$ cat src/rtl/soc_periph_arbiter.sv
// soc_periph_arbiter
// Round-robin arbiter that lets several bus masters share a single peripheral
// port. One transaction is in flight at a time: the winning master's request
// is registered, decoded to a one-hot slave select, forwarded to the slave,
// and the response (or a decode/timeout error) is returned to that master.

module soc_periph_arbiter #(
  parameter int unsigned NumMasters    = 2,
  parameter bit          CLICEnable    = 1'b0,
  parameter int unsigned TimeoutCycles = 255
) (
  input  logic                        clk_i,
  input  logic                        rst_ni,

  // master side
  input  logic [NumMasters-1:0]       req_i,
  input  logic [NumMasters-1:0][63:0] addr_i,
  input  logic [NumMasters-1:0]       we_i,
  input  logic [NumMasters-1:0][63:0] wdata_i,
  output logic [NumMasters-1:0]       gnt_o,
  output logic [NumMasters-1:0]       rvalid_o,
  output logic [63:0]                 rdata_o,
  output logic                        err_o,

  // slave side
  output logic [10:0]                 slv_req_o,
  output logic [63:0]                 slv_addr_o,
  output logic                        slv_we_o,
  output logic [63:0]                 slv_wdata_o,
  input  logic                        slv_gnt_i,
  input  logic                        slv_rvalid_i,
  input  logic [63:0]                 slv_rdata_i,
  input  logic                        slv_err_i
);

  // ---------------------------------------------------------------------------
  // Constants
  // ---------------------------------------------------------------------------
  localparam int          NM        = int'(NumMasters);
  localparam int          MidW      = (NumMasters > 1) ? $clog2(NumMasters) : 1;
  localparam int          NumSlaves = 11;
  localparam int          SlvClic   = 0;
  localparam logic [7:0]  TmoLimit  = 8'(TimeoutCycles);

  localparam logic [1:0] IDLE   = 2'd0;
  localparam logic [1:0] REQ    = 2'd1;
  localparam logic [1:0] RESP   = 2'd2;
  localparam logic [1:0] DECERR = 2'd3;

  // Address map, indexed by slave select bit. Held in 65 bits so that
  // base + length can be formed without wrapping at the top of the 64-bit space.
  localparam logic [64:0] RegionBase [NumSlaves] = '{
    65'h0_5000_0000,  // CLIC
    65'h0_8000_0000,  // DRAM
    65'h0_4000_0000,  // GPIO
    65'h0_3000_0000,  // Ethernet
    65'h0_2000_0000,  // SPI
    65'h0_1800_0000,  // Timer
    65'h0_1000_0000,  // UART
    65'h0_0C00_0000,  // PLIC
    65'h0_0200_0000,  // CLINT
    65'h0_0001_0000,  // ROM
    65'h0_0000_0000   // Debug
  };

  localparam logic [64:0] RegionLen [NumSlaves] = '{
    65'h0_03FF_FFFF,  // CLIC
    65'h0_4000_0000,  // DRAM
    65'h0_0000_1000,  // GPIO
    65'h0_0001_0000,  // Ethernet
    65'h0_0080_0000,  // SPI
    65'h0_0000_1000,  // Timer
    65'h0_0000_1000,  // UART
    65'h0_03FF_FFFF,  // PLIC
    65'h0_000C_0000,  // CLINT
    65'h0_0001_0000,  // ROM
    65'h0_0000_1000   // Debug
  };

  // ---------------------------------------------------------------------------
  // State
  // ---------------------------------------------------------------------------
  logic [1:0]      state_q, state_d;
  logic [MidW-1:0] rr_q, rr_d;       // master with highest priority next time
  logic [7:0]      cnt_q, cnt_d;     // cycles spent in REQ/RESP
  logic [MidW-1:0] mid_q;            // master owning the current transaction
  logic [3:0]      idx_q;            // decoded slave index
  logic [63:0]     addr_q;
  logic            we_q;
  logic [63:0]     wdata_q;

  // ---------------------------------------------------------------------------
  // Arbitration
  // ---------------------------------------------------------------------------
  logic [2*NumMasters-1:0] req_rot;
  logic                    arb_valid;
  logic [MidW-1:0]         arb_id;
  int                      arb_sum;
  logic                    grant;

  // Rotate requests so bit 0 is the priority master, then take the first one set.
  // NOTE: every variable assigned in an always_comb gets a default at the top;
  // a path that leaves one unassigned would infer a latch.
  always_comb begin
    req_rot   = {req_i, req_i} >> rr_q;
    arb_valid = 1'b0;
    arb_id    = '0;
    arb_sum   = 0;
    for (int k = 0; k < NM; k++) begin
      if (!arb_valid && req_rot[k]) begin
        arb_valid = 1'b1;
        arb_sum   = int'(rr_q) + k;
        if (arb_sum >= NM) begin
          arb_sum = arb_sum - NM;
        end
        arb_id = MidW'(arb_sum);
      end
    end
  end

  // A grant is only possible from IDLE and never while reset is held.
  assign grant = rst_ni && (state_q == IDLE) && arb_valid;

  // One-hot grant to the winning master.
  always_comb begin
    gnt_o = '0;
    if (grant) begin
      gnt_o[arb_id] = 1'b1;
    end
  end

  // Priority moves to the master after the one just granted.
  always_comb begin
    rr_d = rr_q;
    if (grant) begin
      if (arb_id == MidW'(NumMasters - 1)) begin
        rr_d = '0;
      end else begin
        rr_d = arb_id + 1'b1;
      end
    end
  end

  // ---------------------------------------------------------------------------
  // Address decode of the winning master's address
  // ---------------------------------------------------------------------------
  logic [64:0] dec_addr;
  logic        dec_hit;
  logic [3:0]  dec_idx;

  // Regions are disjoint, so at most one matches.
  always_comb begin
    dec_addr = {1'b0, addr_i[arb_id]};
    dec_hit  = 1'b0;
    dec_idx  = '0;
    for (int s = 0; s < NumSlaves; s++) begin
      if ((dec_addr >= RegionBase[s]) &&
          (dec_addr <  RegionBase[s] + RegionLen[s]) &&
          ((s != SlvClic) || CLICEnable)) begin
        dec_hit = 1'b1;
        dec_idx = 4'(s);
      end
    end
  end

  // ---------------------------------------------------------------------------
  // Completion / timeout
  // ---------------------------------------------------------------------------
  logic busy;
  logic timeout;
  logic complete;
  logic resp_fire;

  assign busy      = (state_q == REQ) || (state_q == RESP);
  assign complete  = (state_q == RESP) && slv_rvalid_i;
  // A real completion in the timeout cycle takes precedence over the timeout.
  assign timeout   = busy && (cnt_q >= TmoLimit) && !complete;
  assign resp_fire = complete || timeout || (state_q == DECERR);

  // Next-state logic for the transaction FSM and the timeout counter.
  always_comb begin
    state_d = state_q;
    cnt_d   = cnt_q;
    unique case (state_q)
      IDLE: begin
        if (grant) begin
          state_d = dec_hit ? REQ : DECERR;
          cnt_d   = '0;
        end
      end
      REQ: begin
        cnt_d = cnt_q + 8'd1;
        if (timeout) begin
          state_d = IDLE;
        end else if (slv_gnt_i) begin
          state_d = RESP;
        end
      end
      RESP: begin
        cnt_d = cnt_q + 8'd1;
        if (complete || timeout) begin
          state_d = IDLE;
        end
      end
      DECERR: begin
        state_d = IDLE;
      end
      default: begin
        state_d = IDLE;
      end
    endcase
  end

  // Control state: FSM, round-robin pointer and timeout counter.
  // NOTE: sequential state is written with non-blocking assignments so every
  // register samples the values from before the clock edge.
  always_ff @(posedge clk_i or negedge rst_ni) begin
    if (!rst_ni) begin
      state_q <= IDLE;
      rr_q    <= '0;
      cnt_q   <= '0;
    end else begin
      state_q <= state_d;
      rr_q    <= rr_d;
      cnt_q   <= cnt_d;
    end
  end

  // Capture the granted master's request for the duration of the transaction.
  // NOTE: these data registers are reset as well because they drive slave-side
  // outputs that must read zero while reset is held.
  always_ff @(posedge clk_i or negedge rst_ni) begin
    if (!rst_ni) begin
      mid_q   <= '0;
      idx_q   <= '0;
      addr_q  <= '0;
      we_q    <= 1'b0;
      wdata_q <= '0;
    end else if (grant) begin
      mid_q   <= arb_id;
      idx_q   <= dec_idx;
      addr_q  <= addr_i[arb_id];
      we_q    <= we_i[arb_id];
      wdata_q <= wdata_i[arb_id];
    end
  end

  // ---------------------------------------------------------------------------
  // Outputs
  // ---------------------------------------------------------------------------
  assign slv_addr_o  = addr_q;
  assign slv_we_o    = we_q;
  assign slv_wdata_o = wdata_q;

  // Slave request is held until accepted and withdrawn on timeout.
  always_comb begin
    slv_req_o = '0;
    if ((state_q == REQ) && !timeout) begin
      slv_req_o[idx_q] = 1'b1;
    end
  end

  // Response to the owning master; data and error are zero outside a response.
  always_comb begin
    rvalid_o = '0;
    rdata_o  = '0;
    err_o    = 1'b0;
    if (resp_fire) begin
      rvalid_o[mid_q] = 1'b1;
      if (complete) begin
        rdata_o = slv_rdata_i;
        err_o   = slv_err_i;
      end else begin
        err_o   = 1'b1;
      end
    end
  end

endmodule

$ cat config.mk
export PLATFORM = sky130hd
export DESIGN_NAME = soc_periph_arbiter
export DESIGN_NICKNAME = d
export VERILOG_FILES = /design/src/rtl/soc_periph_arbiter.sv
export SDC_FILE = /design/constraint.sdc
export NUM_CORES = 1
export LEC_CHECK = 0
export CORE_AREA = 5 5 206 208
export CTS_CLUSTER_DIAMETER = 60
export DETAILED_ROUTE_END_ITERATION = 6
export DIE_AREA = 0 0 211 213
export DONT_BUFFER_PORTS = 1
export HOLD_SLACK_MARGIN = 0.05
export PLACE_DENSITY = 0.32
export SLEW_MARGIN = 20
export SYNTH_ARGS = -nofsm -noshare
export SYNTH_HDL_FRONTEND = slang
export SYNTH_SLANG_ARGS = --single-unit
export TNS_END_PERCENT = 20
$ cat constraint.sdc
create_clock -name clk_i -period 4.8 [get_ports clk_i]
set_clock_uncertainty 0.05 [all_clocks]
set_input_delay 0.96 -clock clk_i [delete_from_list [all_inputs] [get_ports clk_i]]
set_output_delay 0.96 -clock clk_i [all_outputs]
set_load 0.005 [all_outputs]
==> metrics <==
Synth Flop Type dfrtp_1; Synth cell types 60; HPWL after detailed placement 26.9 mm; Site Rows 74; crit path time final 3740 ps; IO Pins 538; Seq/Total Area, Yosys 47.0%; Overflow after GRT 0; YS warnings 0; area of the multi-input gates 0.00383 mm^2; worst-case reg-to-reg path depth 8; status completed; clock net sink count 145; Final Cycle Share 78.0%; CP endpoint slv_req_o[0]; Syn Std Cell Area 0.00773 mm^2; Req. time, crit path 3790 ps; starting density of the core 19.1%; setup slack after layout 1060 ps; CTS buffer count 17; Final Max Slew Viols 0; first-pass GRT wire length 48.1 mm; Routed Antenna Nets 0; Fill cells 4,428; grt met1 use 16.6%; Yosys reg bits 145; DRC Markers 0; Avg Inst Size Synth 8.21 um^2; R2R Setup Slk 1780 ps; worst vdd ir 265 uV; core area 0.0404 mm^2; Crit. Startpoint state_q[1]; post-CTS setup buffer count 0; initial antenna violation count 0; hold buffers post-CTS 0; dpl ws 1270 ps; initial drt markers 386; Post-Synthesis Net Count 1,275; total number of vias 7,013; die height 213 um; largest net degree at the start of global routing 148; RSZ-0062 raised after global routing no; die area 0.0449 mm^2; Rel. slew slack 35.7%; Total Routing Usage GR 14.5%; sequential cell area 0.00363 mm^2; Async SR Flop Fraction 100%; Area Growth Syn to Fin 13.3%; PwrDens 564 mW/mm^2; Crit Path Max Fanout 5; mean number of vias per cell 4.84; Die W 211 um; Max H-tree Level 4; Reg clk slew, reported paths 70 ps; Gate Count Post-Synth 941; fmax 267 MHz; max cap viols 0; drt pass-1 iters 5; number of global-route vias before repair 6,927; CTS Buffer Depth 2; worst-margin pin slew 962 ps; DRT Wirelength 34.6 mm; Clock Latency Late Sink 440 ps; leakage 3.85 nW; final net count 1,237; Setup violations, final 0; CTS tree yes; post_cts resized 0; WL/cell 23.9 um; RR Endpoint slv_wdata_o[42]; RePlAce Congestion 0.779; IO buf count 0; grt met3 use 4.50%; critical path arrival 2730 ps; number of flops mapped to enable cells by yosys 0; Fin. Hold Viols 0; Setup CP Type flip-flop to primary output; critical path capture point type primary output; source of the worst register-to-register timing path state_q[1]; layout cells sized above 1 6.23%; Hold Crit Class primary input to asynchronous set/reset pin; layer with the highest usage met2; CP startpoint kind flip-flop; total negative setup slack 0 ps; CTS root buf clkbuf_16; GR Util met2 25.8%
==> area by class of cell <==
cell class / instances / share of cell area, %
Timing Repair Buffer: 10 / 0.857
Tap cell: 532 / 7.60
Antenna cell: 1 / 0.0286
Sequential cell: 145 / 41.4
Multi-Input combinational cell: 719 / 43.7
Clock buffer: 18 / 4.90
Inverter: 10 / 0.429
Clock inverter: 13 / 1.03
==> cells in the mapped netlist, drive strengths merged (2+ instances only) <==
library cell | n | area (um^2)
nor4 | 23 | 144
a221o | 2 | 20.0
nand2b | 4 | 25.0
nand3 | 9 | 45.0
inv | 10 | 37.5
clkbuf | 62 | 233
mux2i | 3 | 30.0
a32o | 2 | 20.0
nor2b | 5 | 31.3
o211ai | 3 | 27.5
nand4 | 16 | 100
a31oi | 60 | 375
o21ai | 19 | 95.1
nor3 | 10 | 50.1
and3 | 68 | 425
a22oi | 65 | 488
and2 | 3 | 18.8
or3 | 2 | 12.5
o32a | 2 | 20.0
xnor2 | 3 | 26.3
nor2 | 93 | 349
dfrtp | 145 | 3630
mux2 | 3 | 33.8
ha | 5 | 62.6
and4 | 2 | 17.5
o31ai | 2 | 15.0
nand2 | 277 | 1040
or4 | 5 | 45.0
nor4b | 2 | 23.8
o211a | 2 | 20.0
a21oi | 11 | 58.8
a2111oi | 2 | 42.5
buf | 5 | 32.5
==> cell usage in the layout, fill, tap and decap left out, drive strengths merged, types with 4 or more instances in the layout <==
cell,count
o21ai,19
clkinv,7
nand3,9
clkbuf,18
inv,12
buf,10
nand2,277
nor2,93
nand2b,4
or4,5
nand4,16
nor3,10
ha,5
a21oi,11
a22oi,65
clkinvlp,4
dfrtp,145
nor2b,5
a31oi,60
and3,68
nor4,23
==> critical path, stage by stage, from the launching register on <==
cell and delay (ps):
dfrtp_1 380, inv_1 100, ha_1 390, inv_2 60, or4_1 570, o21ai_1 380
nor2_1 100, nor4b_1 160, buf_4 150
==> metrics by stage <==
step	total power, W	utilization (%)	instance area, um^2	hold WS [ps]	cells
4_1_cts	0.00508	21.7	8750	108	1447
3_3_place_gp	0.00379	20.4	8230	442	1416
5_1_grt	0.00532	21.7	8750	116	1447
6_report	0.00494	21.7	8760	160	1448
3_5_place_dp	0.00379	20.4	8230	446	1416
2_1_floorplan	0.00323	-	7730	413	941
==> where the power goes <==
group	internal (W)	switching (W)	leakage, nW
sequential	0.00179	0.000580	1.74
clock	0.000656	0.000586	0.248
combinational	0.000495	0.000837	1.86
total	0.00294	0.00200	3.85
==> routing by layer <==
layer,up-vias,wire length (um)
li1,3253,-
met4,0,648
met5,-,0
met3,29,2400
met1,3385,13400
met2,346,18200
==> flip-flops by register name (all words and copies together), names as in the netlist <==
signal,flops
cnt_q,8
slv_wdata_o,64
mid_q,1
idx_q,4
slv_we_o,1
slv_addr_o,64
state_q,2
rr_q,1
==> logic make-up after synthesis <==
group                    share of synthesized area [%]
AO/OA/AOI/OAI                                     16.7
AND/OR/NAND/NOR                                   30.3
buffers and inverters                             3.92
adder cells (fa/ha/maj)                          0.810
multiplexers                                     0.826
XOR/XNOR                                         0.454
flip-flops                                        47.0
==> worst min path at each step <==
| stage | start | end | slack [ps] |
|---|---|---|---|
| 2_1_floorplan | slv_wdata_o[0] | slv_wdata_o[0] | 410 |
| 3_3_place_gp | slv_we_o | slv_we_o | 440 |
| 3_5_place_dp | slv_we_o | slv_we_o | 450 |
| 4_1_cts | rst_ni | slv_addr_o[23] | 110 |
| 5_1_grt | rst_ni | slv_addr_o[46] | 120 |
| 6_report | rst_ni | slv_addr_o[23] | 160 |
Note: power is estimated with default switching activity, not from simulation.
